<file path="src/rtl/pipeline_stage_register_pkg.sv">
// Shared definitions for the elastic pipeline stage registers: FSM encoding
// (the encoding doubles as the occupancy count) and the common bubble value.
package pipeline_stage_register_pkg;

    typedef enum logic [1:0] {
        ST_EMPTY = 2'd0,
        ST_ONE   = 2'd1,
        ST_TWO   = 2'd2
    } pipe_state_t;

    localparam int CTRL_NOP = 0;

endpackage

</file>
<file path="src/rtl/pipe_sat_counter.sv">
// Saturating up-counter; holds at all-ones instead of wrapping.
module pipe_sat_counter #(
    parameter int WIDTH = 16
) (
    input  logic             clock,
    input  logic             reset_n,
    input  logic             inc,
    output logic [WIDTH-1:0] count
);

    logic [WIDTH-1:0] count_q;
    logic [WIDTH-1:0] count_d;

    always_comb begin
        count_d = count_q;
        if (inc && (count_q != {WIDTH{1'b1}})) begin
            count_d = count_q + WIDTH'(1);
        end
    end

    always_ff @(posedge clock or negedge reset_n) begin
        if (!reset_n) begin
            count_q <= '0;
        end else begin
            count_q <= count_d;
        end
    end

    assign count = count_q;

endmodule

</file>
<file path="src/rtl/pipeline_stage_register.sv">
// Elastic pipeline register with optional skid entry, bubble insertion on the
// control field, synchronous flush and a saturating back-pressure counter.
//
// Handshake: a beat moves on a side only in a cycle where valid and ready are
// both high at the rising edge; valid never depends on ready, and once out_valid
// is raised the presented beat stays stable until it is consumed.
module pipeline_stage_register
    import pipeline_stage_register_pkg::*;
#(
    parameter int                DATA_W      = 96,
    parameter int                CTRL_W      = 16,
    parameter logic [CTRL_W-1:0] CTRL_BUBBLE = CTRL_W'(CTRL_NOP),
    parameter int                SKID_EN     = 1,
    parameter int                CNT_W       = 16
) (
    input  logic              clock,
    input  logic              reset_n,
    input  logic              flush,
    input  logic              in_valid,
    output logic              in_ready,
    input  logic [CTRL_W-1:0] in_ctrl,
    input  logic [DATA_W-1:0] in_data,
    output logic              out_valid,
    input  logic              out_ready,
    output logic [CTRL_W-1:0] out_ctrl,
    output logic [DATA_W-1:0] out_data,
    output logic [1:0]        occupancy,
    output logic [CNT_W-1:0]  stall_cycles,
    output pipe_state_t       dbg_state
);

    localparam bit HAS_SKID = (SKID_EN != 0);

    pipe_state_t       state_q, state_d;
    logic [CTRL_W-1:0] main_ctrl_q, main_ctrl_d;
    logic [DATA_W-1:0] main_data_q, main_data_d;
    logic [CTRL_W-1:0] skid_ctrl_q, skid_ctrl_d;
    logic [DATA_W-1:0] skid_data_q, skid_data_d;

    logic in_fire;
    logic out_fire;

    assign out_valid = (state_q != ST_EMPTY);
    assign in_fire   = in_valid && in_ready;
    assign out_fire  = out_valid && out_ready;

    generate
        if (HAS_SKID) begin : g_skid
            // Pure state decode: no combinational path from out_ready to in_ready.
            assign in_ready = (state_q != ST_TWO);
        end else begin : g_single
            assign in_ready = !out_valid || out_ready;
        end
    endgenerate

    always_comb begin
        state_d     = state_q;
        main_ctrl_d = main_ctrl_q;
        main_data_d = main_data_q;
        skid_ctrl_d = skid_ctrl_q;
        skid_data_d = skid_data_q;
        if (flush) begin
            // Data registers keep their contents; only validity is dropped.
            state_d = ST_EMPTY;
        end else begin
            case (state_q)
                ST_EMPTY: begin
                    if (in_fire) begin
                        state_d     = ST_ONE;
                        main_ctrl_d = in_ctrl;
                        main_data_d = in_data;
                    end
                end
                ST_ONE: begin
                    if (HAS_SKID && in_fire && !out_fire) begin
                        state_d     = ST_TWO;
                        skid_ctrl_d = in_ctrl;
                        skid_data_d = in_data;
                    end else if (in_fire && out_fire) begin
                        main_ctrl_d = in_ctrl;
                        main_data_d = in_data;
                    end else if (out_fire) begin
                        state_d = ST_EMPTY;
                    end
                end
                ST_TWO: begin
                    if (out_fire) begin
                        state_d     = ST_ONE;
                        main_ctrl_d = skid_ctrl_q;
                        main_data_d = skid_data_q;
                    end
                end
                default: state_d = ST_EMPTY;
            endcase
        end
    end

    always_ff @(posedge clock or negedge reset_n) begin
        if (!reset_n) begin
            state_q     <= ST_EMPTY;
            main_ctrl_q <= CTRL_BUBBLE;
            main_data_q <= '0;
            skid_ctrl_q <= CTRL_BUBBLE;
            skid_data_q <= '0;
        end else begin
            state_q     <= state_d;
            main_ctrl_q <= main_ctrl_d;
            main_data_q <= main_data_d;
            skid_ctrl_q <= skid_ctrl_d;
            skid_data_q <= skid_data_d;
        end
    end

    assign out_ctrl  = out_valid ? main_ctrl_q : CTRL_BUBBLE;
    assign out_data  = main_data_q;
    assign occupancy = state_q;
    assign dbg_state = state_q;

    pipe_sat_counter #(
        .WIDTH (CNT_W)
    ) u_stall_cnt (
        .clock   (clock),
        .reset_n (reset_n),
        .inc     (out_valid && !out_ready),
        .count   (stall_cycles)
    );

endmodule
</file>
<file path="config.mk">
export PLATFORM = sky130hd
export DESIGN_NAME = pipeline_stage_register
export DESIGN_NICKNAME = d
export VERILOG_FILES = /design/src/rtl/pipeline_stage_register_pkg.sv /design/src/rtl/pipe_sat_counter.sv /design/src/rtl/pipeline_stage_register.sv
export SDC_FILE = /design/constraint.sdc
export NUM_CORES = 1
export LEC_CHECK = 0
export ABC_AREA = 1
export BUFFER_PORTS_ARGS = -buffer_cell sky130_fd_sc_hd__buf_2
export CAP_MARGIN = 20
export CORE_UTILIZATION = 40
export CTS_CLUSTER_DIAMETER = 50
export DETAILED_ROUTE_END_ITERATION = 12
export MAX_ROUTING_LAYER = met4
export SYNTH_ARGS = -nofsm -noshare
export SYNTH_HDL_FRONTEND = slang
export SYNTH_SLANG_ARGS = --single-unit
export TNS_END_PERCENT = 10
</file>
<file path="constraint.sdc">
create_clock -name clock -period 4.2 [get_ports clock]
set_input_delay 0.84 -clock clock [delete_from_list [all_inputs] [get_ports clock]]
set_output_delay 0.84 -clock clock [all_outputs]
set_load 0.01 [all_outputs]
</file>
==> results of run 1 <==
## flip-flops by register name, indices dropped and copies added (netlist names)
register,cells
out_data,96
skid_data_q,96
main_ctrl_q,16
skid_ctrl_q,16
u_stall_cnt.count,16
dbg_state,2
## cell families after synthesis
kind of cell | after synthesis | share of synthesized area [%]
simple gates | 465 | 16.3
compound gates | 346 | 16.0
buf+inv | 320 | 12.0
flops | 242 | 55.1
xor+xnor | 7 | 0.558
fa+ha+maj | 1 | 0.114
## worst max-delay path, stage by stage (launching register included)
cell and delay [ns]:
dfrtp_1 0.44, inv_2 0.08, nand2_2 0.37, buf_2 0.22
## routing by layer
layer / wire length (µm) / vias up / part of all wire (%)
li1: - / 4696 / -
met3: 1240 / 32 / 4.8
met1: 12700 / 4220 / 50
met5: 0 / - / 0
met2: 11200 / 211 / 44
met4: 443 / 0 / 1.7
## final cells by class
| cell class | instances | area, µm² |
|---|---|---|
| Clock inverter | 13 | 113 |
| Inverter | 242 | 911 |
| Fill cell | 2652 | 13500 |
| Sequential cell | 242 | 6060 |
| Multi-Input combinational cell | 819 | 3640 |
| Timing Repair Buffer | 263 | 1400 |
| Tap cell | 341 | 427 |
| Antenna cell | 1 | 2.50 |
| Clock buffer | 44 | 950 |
## layout by cell type (no fill, tap or decap), drive strengths merged, types with 7 or more instances in the layout
cell type / Yosys / final
nand2: 370 / 370
o21ai: 303 / 303
clkinv: 1 / 10
inv: 241 / 244
a21oi: 41 / 41
dfrtp: 242 / 242
buf: 54 / 263
nand4: 8 / 8
clkbuf: 24 / 44
nor2: 78 / 78
nand3: 8 / 8
xnor2: 7 / 7
## how the worst max path moves through the flow
stage | end | slack (ns) | depth (start not counted)
6_report | in_ready | 1.75 | 3
5_1_grt | main_ctrl_q[10] | 1.58 | 7
4_1_cts | in_ready | 1.71 | 3
3_5_place_dp | skid_data_q[13] | 1.48 | 7
3_3_place_gp | skid_ctrl_q[1] | 1.52 | 7
2_1_floorplan | out_valid | 2.23 | 4
## through the flow
| stage | instances | cell area (µm²) | hold WS (ns) | total power, W |
|---|---|---|---|---|
| floorplan | 1381 | 11000 | 0.453 | 0.00403 |
| global placement | 1907 | 12400 | 0.466 | 0.00456 |
| detailed placement | 1907 | 12400 | 0.473 | 0.00461 |
| CTS | 1964 | 13500 | 0.414 | 0.00735 |
| global route | 1964 | 13500 | 0.434 | 0.00772 |
| finish | 1965 | 13500 | 0.364 | 0.00725 |
## power groups by stage
stage               combinational, W  sequential [W]  clock [W]
finish                       0.00131         0.00324    0.00269
global route                 0.00153         0.00332    0.00287
CTS                          0.00134         0.00324    0.00277
detailed placement           0.00134         0.00327          0
global placement             0.00130         0.00326          0
floorplan                   0.000701         0.00332          0
==> impl_metrics.ini, run 1 <==
[status]
status = completed

[clocking]
post_cts.repair.setup_buffers = 0
htreeDepth = 2
clk_latency_ns = 0.50
cts_root_buf = clkbuf_16
cts.sinks = 242
clk_path_buf_depth = 3
cts_hold_buf = 0
cts-buffers-inserted = 34
cts_tree = yes
cts_resized = 0
cts.clk_slew.worst_paths_ns = 0.05

[global_routing]
grt_use_total_pct = 19.1
grt_max_degree = 154
gr-usage-met1_pct = 27.3
grt_pass1_vias = 8394
grt_pass1_wl_um = 42500
antenna_found_initial = 0
globalRouteOverflowTotal = 0
met2_usage_pct = 27.8
use_met3_pct = 3.48
grt-busiest-layer = met2

[setup_path]
crit_required_ns = 3.36
criticalPathCategory = reg -> out
cp_max_fo = 27
ff2ff_path_depth = 6
worstSetupEndpointType = output port
reg2reg_to = main_ctrl_q[12]
rr_startpoint = dbg_state[0]
crit_arrival_ns = 1.61
critPathLaunch = dbg_state[0]
startpoint_type = flip-flop
r2r_slack_ns = 1.84

[power_and_ir_drop]
p_seq_share_pct = 44.7
power_density_mw_per_mm2 = 537
switching_share_pct = 29.4
peakVddDrop_mv = 0.355
pwr-share-clk_pct = 37.2
intPower_w = 0.00512
p_leak_nw = 7.12
switching_power_w = 0.00213
comb_power_share_pct = 18.1

[detailed_routing]
dr.pass1.iters = 5
drt_iter0_markers = 617
wl_um = 25600
drc = 0
vias_per_cell = 4.66
via_count = 9159
postRouteAntennaNets = 0
post_drt_wl_per_cell_um = 13.1

[timing]
rsz0062_at_grt = false
finalMaxSlewViolations = 0
tightest_slew_ns = 0.810
min_period_over_period_pct = 58.3
finalCriticalPeriod_ns = 2.45
final_hold_viol_count = 0
setup_viol = 0
skew_ns = 0.0160
setup_slack_ns = 1.75
setup_tns_ns = 0
slew_headroom_pct = 46.0
fmax_mhz = 408

[die]
num_rows = 60
chipWidth_um = 168
die_h_um = 168
fp.coreArea_mm2 = 0.0270
initial_utilization_pct = 40.8
io_pins = 251
dieArea_mm2 = 0.0281

[yosys]
synth_most_common_cell = nand2_1
async_flop_share_pct = 100
synth_cells = 1381
yosys.area.top_type = dfrtp_1
syn_area_per_cell_um2 = 7.96
syn_nets = 1499
synth_edf_count = 0
yosys-top-cells-area = dfrtp_1, o21ai_0, nand2_1, inv_1, nor2_1
synthTopCellsByCount = nand2_1, o21ai_0, dfrtp_1
ys_ff_latch = 242
seq_area_frac_synth_pct = 55.1
synth_area_mm2 = 0.0110
ys_warn_count = 0
synth_top_area_share_pct = 55.1
synth_cell_types = 23
synth-main-ff-cell = dfrtp_1

[placed_design]
place_hpwl_um = 16800
port_buffers = 250
routabilityCongestion = 0.789
place_ws_ns = 1.48

[min_path]
hold_path.class = in -> async

[final_layout]
final_core_util_pct = 50.1
nNetsFinal = 1720
drive_gt1_share_pct = 20.0
syn_to_final_growth_pct = 22.7

[run]
cap_violations = 0
(Power assumes the default switching activity.)
==> run 2: changes to the inputs <==
--- a/config.mk
+++ b/config.mk
@@ -5,7 +5,7 @@
 export SDC_FILE = /design/constraint.sdc
 export NUM_CORES = 1
 export LEC_CHECK = 0
-export ABC_AREA = 1
+export ABC_AREA = 0
 export BUFFER_PORTS_ARGS = -buffer_cell sky130_fd_sc_hd__buf_2
 export CAP_MARGIN = 20
 export CORE_UTILIZATION = 40
==> constraint.sdc (replaced) <==
create_clock -name clock -period 2.51 [get_ports clock]
set_input_delay 0.502 -clock clock [delete_from_list [all_inputs] [get_ports clock]]
set_output_delay 0.502 -clock clock [all_outputs]
set_load 0.01 [all_outputs]
==> impl_metrics.ini, run 2 <==
[global_routing]
grt_pass1_vias = 7049
antenna_found_initial = 0
grt_max_degree = 65
globalRouteOverflowTotal = 0
grt_use_total_pct = 17.1
grt_pass1_wl_um = 37600

[final_layout]
multi_input_area_mm2 = 0.00458
regArea_mm2 = 0.00606
fill_cells = 2317
final_cell_mix = buf_2, dfrtp_1, mux2_2
drive_gt1_share_pct = 61.1
layout_commonest_cell = buf_2
nNetsFinal = 1091
syn_to_final_growth_pct = 26.9
fin_area_mm2 = 0.0138

[timing]
finalMaxSlewViolations = 0
fmax_mhz = 419
setup_slack_ns = 0.123
slew_headroom_pct = 63.0
rsz0062_at_grt = false
setup_viol = 0
tightest_slew_ns = 0.556
final_hold_viol_count = 0
setup_tns_ns = 0
finalCriticalPeriod_ns = 2.39
skew_ns = 0.00521
min_period_over_period_pct = 95.1

[yosys]
synth_area_mm2 = 0.0109
synthTopCellsByCount = dfrtp_1, mux2_2, mux2_1
ys_ff_latch = 242
synth_compound_area_share_pct = 0.736
yosys-top-cells-area = dfrtp_1, mux2_2, mux2_1, mux2_4, nor2b_1
yosys.area.top_type = dfrtp_1
yosys.area_share.adder_pct = 0.115
synth_cell_types = 36
synthSimpleGateAreaFrac_pct = 3.55
syn_area_per_cell_um2 = 15.4
seq_area_frac_synth_pct = 55.6
synth-main-ff-cell = dfrtp_1
syn_nets = 827
synthMuxAreaShare_pct = 36.4
synth_edf_count = 0
async_flop_share_pct = 100
synth_xor_area_share_pct = 0.966
synth_cells = 709
synth_most_common_cell = dfrtp_1
ys_warn_count = 0
synth_top_area_share_pct = 55.6
synth_top_family_by_area = multiplexers

[power_and_ir_drop]
power_density_mw_per_mm2 = 882
p_leak_nw = 6.50
switching_share_pct = 24.8
peakVddDrop_mv = 0.464
pwr-share-clk_pct = 39.5
switching_power_w = 0.00303
intPower_w = 0.00915
p_seq_share_pct = 43.3
comb_power_share_pct = 17.2

[run]
cap_violations = 0

[detailed_routing]
dr.pass1.iters = 4
post_drt_wl_per_cell_um = 17.0
via_count = 6655
drt_iter0_markers = 266
drc = 0
postRouteAntennaNets = 0
wl_um = 22700
vias_per_cell = 4.97

[clocking]
cts.sinks = 242
cts.clk_slew.worst_paths_ns = 0.05
clk_latency_ns = 0.54
cts-buffers-inserted = 31
htreeDepth = 1
cts_tree = yes
clk_path_buf_depth = 3
cts_root_buf = clkbuf_16
post_cts.repair.setup_buffers = 0

[die]
io_pins = 251
fp.coreArea_mm2 = 0.0268
dieArea_mm2 = 0.0279
die_h_um = 167
initial_utilization_pct = 40.6
chipWidth_um = 167
num_rows = 60

[setup_path]
startpoint_type = flip-flop
critical_path.top_delay_family = flip-flops
cp_max_fo = 28
crit_required_ns = 2.01
slowest_stage = dfrtp_1
crit_arrival_ns = 1.89
worstSetupEndpointType = output port
path_cells = nor2b_4 > buf_16 > inv_1 > buf_2
criticalPathCategory = reg -> out
critPathMaxStageDelay_ns = 0.56
crit_buf_inv = 3

[placed_design]
placed_area_mm2 = 0.0126
place_hpwl_um = 15000
port_buffers = 250
routabilityCongestion = 0.773
place_ws_ns = 0.438

[min_path]
hold_path.class = in -> reg

[status]
status = completed
run 2: cell count changes after synthesis, sizes merged, moves of 4 or more:
cell    before  now
a21oi       41    3
buf         54   39
clkbuf      24    1
inv        241    2
mux2         0  338
nand2      370    7
nand4        8    3
nor2        78   11
nor2b        0   18
nor3         1    5
nor4         0    4
o21ai      303    0
xnor2        7    1
xor2         0   11
run 2: area by class of cell:
class / count / area share (%)
sequential: 242 / 43.9
clock buffer: 45 / 6.87
clock inverter: 13 / 1.51
multi-input combinational: 425 / 33.2
inverter: 2 / 0.0544
antenna: 1 / 0.0181
tap: 341 / 3.09
timing repair buffer: 271 / 11.4
run 2: power by group through the flow:
| stage | Sequential, W | Clock [W] | Combinational, W |
|---|---|---|---|
| floorplan | 0.00543 | 0 | 0.00115 |
| global placement | 0.00531 | 0 | 0.00208 |
| detailed placement | 0.00534 | 0 | 0.00213 |
| CTS | 0.00528 | 0.00494 | 0.00214 |
| global route | 0.00541 | 0.00509 | 0.00230 |
| finish | 0.00528 | 0.00481 | 0.00210 |
run 2: worst reg2reg max path, delay by kind of cell, from the launching register on:
family | cells | cell delay, ns
buf+inv | 1 | 0.36
flops | 1 | 0.56
mux | 2 | 0.70
simple gates | 1 | 0.31
run 2: repair_timing:
| item | 4_1_cts | 5_1_grt |
|---|---|---|
| endpoints found under the setup margin | 1 | 1 |
| hold buffers | 1 | 0 |
| gates resized for setup | 1 | 1 |
| gates cloned | 1 | 0 |
| hold endpoints to repair | 56 | 0 |
run 2: final timing paths:
path	slack, ns	depth (start not counted)	endpoint	start
min reg2reg	0.48	1	main_ctrl_q[5]	main_ctrl_q[5]
max in group asynchronous	1.31	3	skid_data_q[66]	reset_n
max	0.12	4	in_ready	dbg_state[0]
min in group asynchronous	0.51	2	u_stall_cnt.count[3]	reset_n
min	0.18	2	dbg_state[0]	flush
max reg2reg	0.46	4	out_data[67]	dbg_state[0]
run 2: per-stage QoR:
step,hold WS [ns],cells,power [W],util [%]
floorplan,0.206,709,0.00658,-
CTS,0.149,1339,0.0124,51.5
global route,0.176,1339,0.0128,51.5
detailed placement,0.473,1279,0.00747,47.0
finish,0.176,1340,0.0122,51.5
global placement,0.466,1279,0.00739,47.0
run 2: cells by family (layout without fill, tap and decap cells):
group,after synthesis,in the layout
mux,339,339
flops,242,242
simple gates,63,63
buf+inv,42,331
xor+xnor,12,12
compound gates,10,10
fa+ha+maj,1,1
other cells,0,1
run 2: layer usage:
layer	share of wire, %	global-route usage [%]	vias up
met5	0	-	-
met4	1.6	3.95	0
met3	6.2	3.92	32
met2	48	27.9	166
met1	44	21.6	3378
li1	-	-	3079
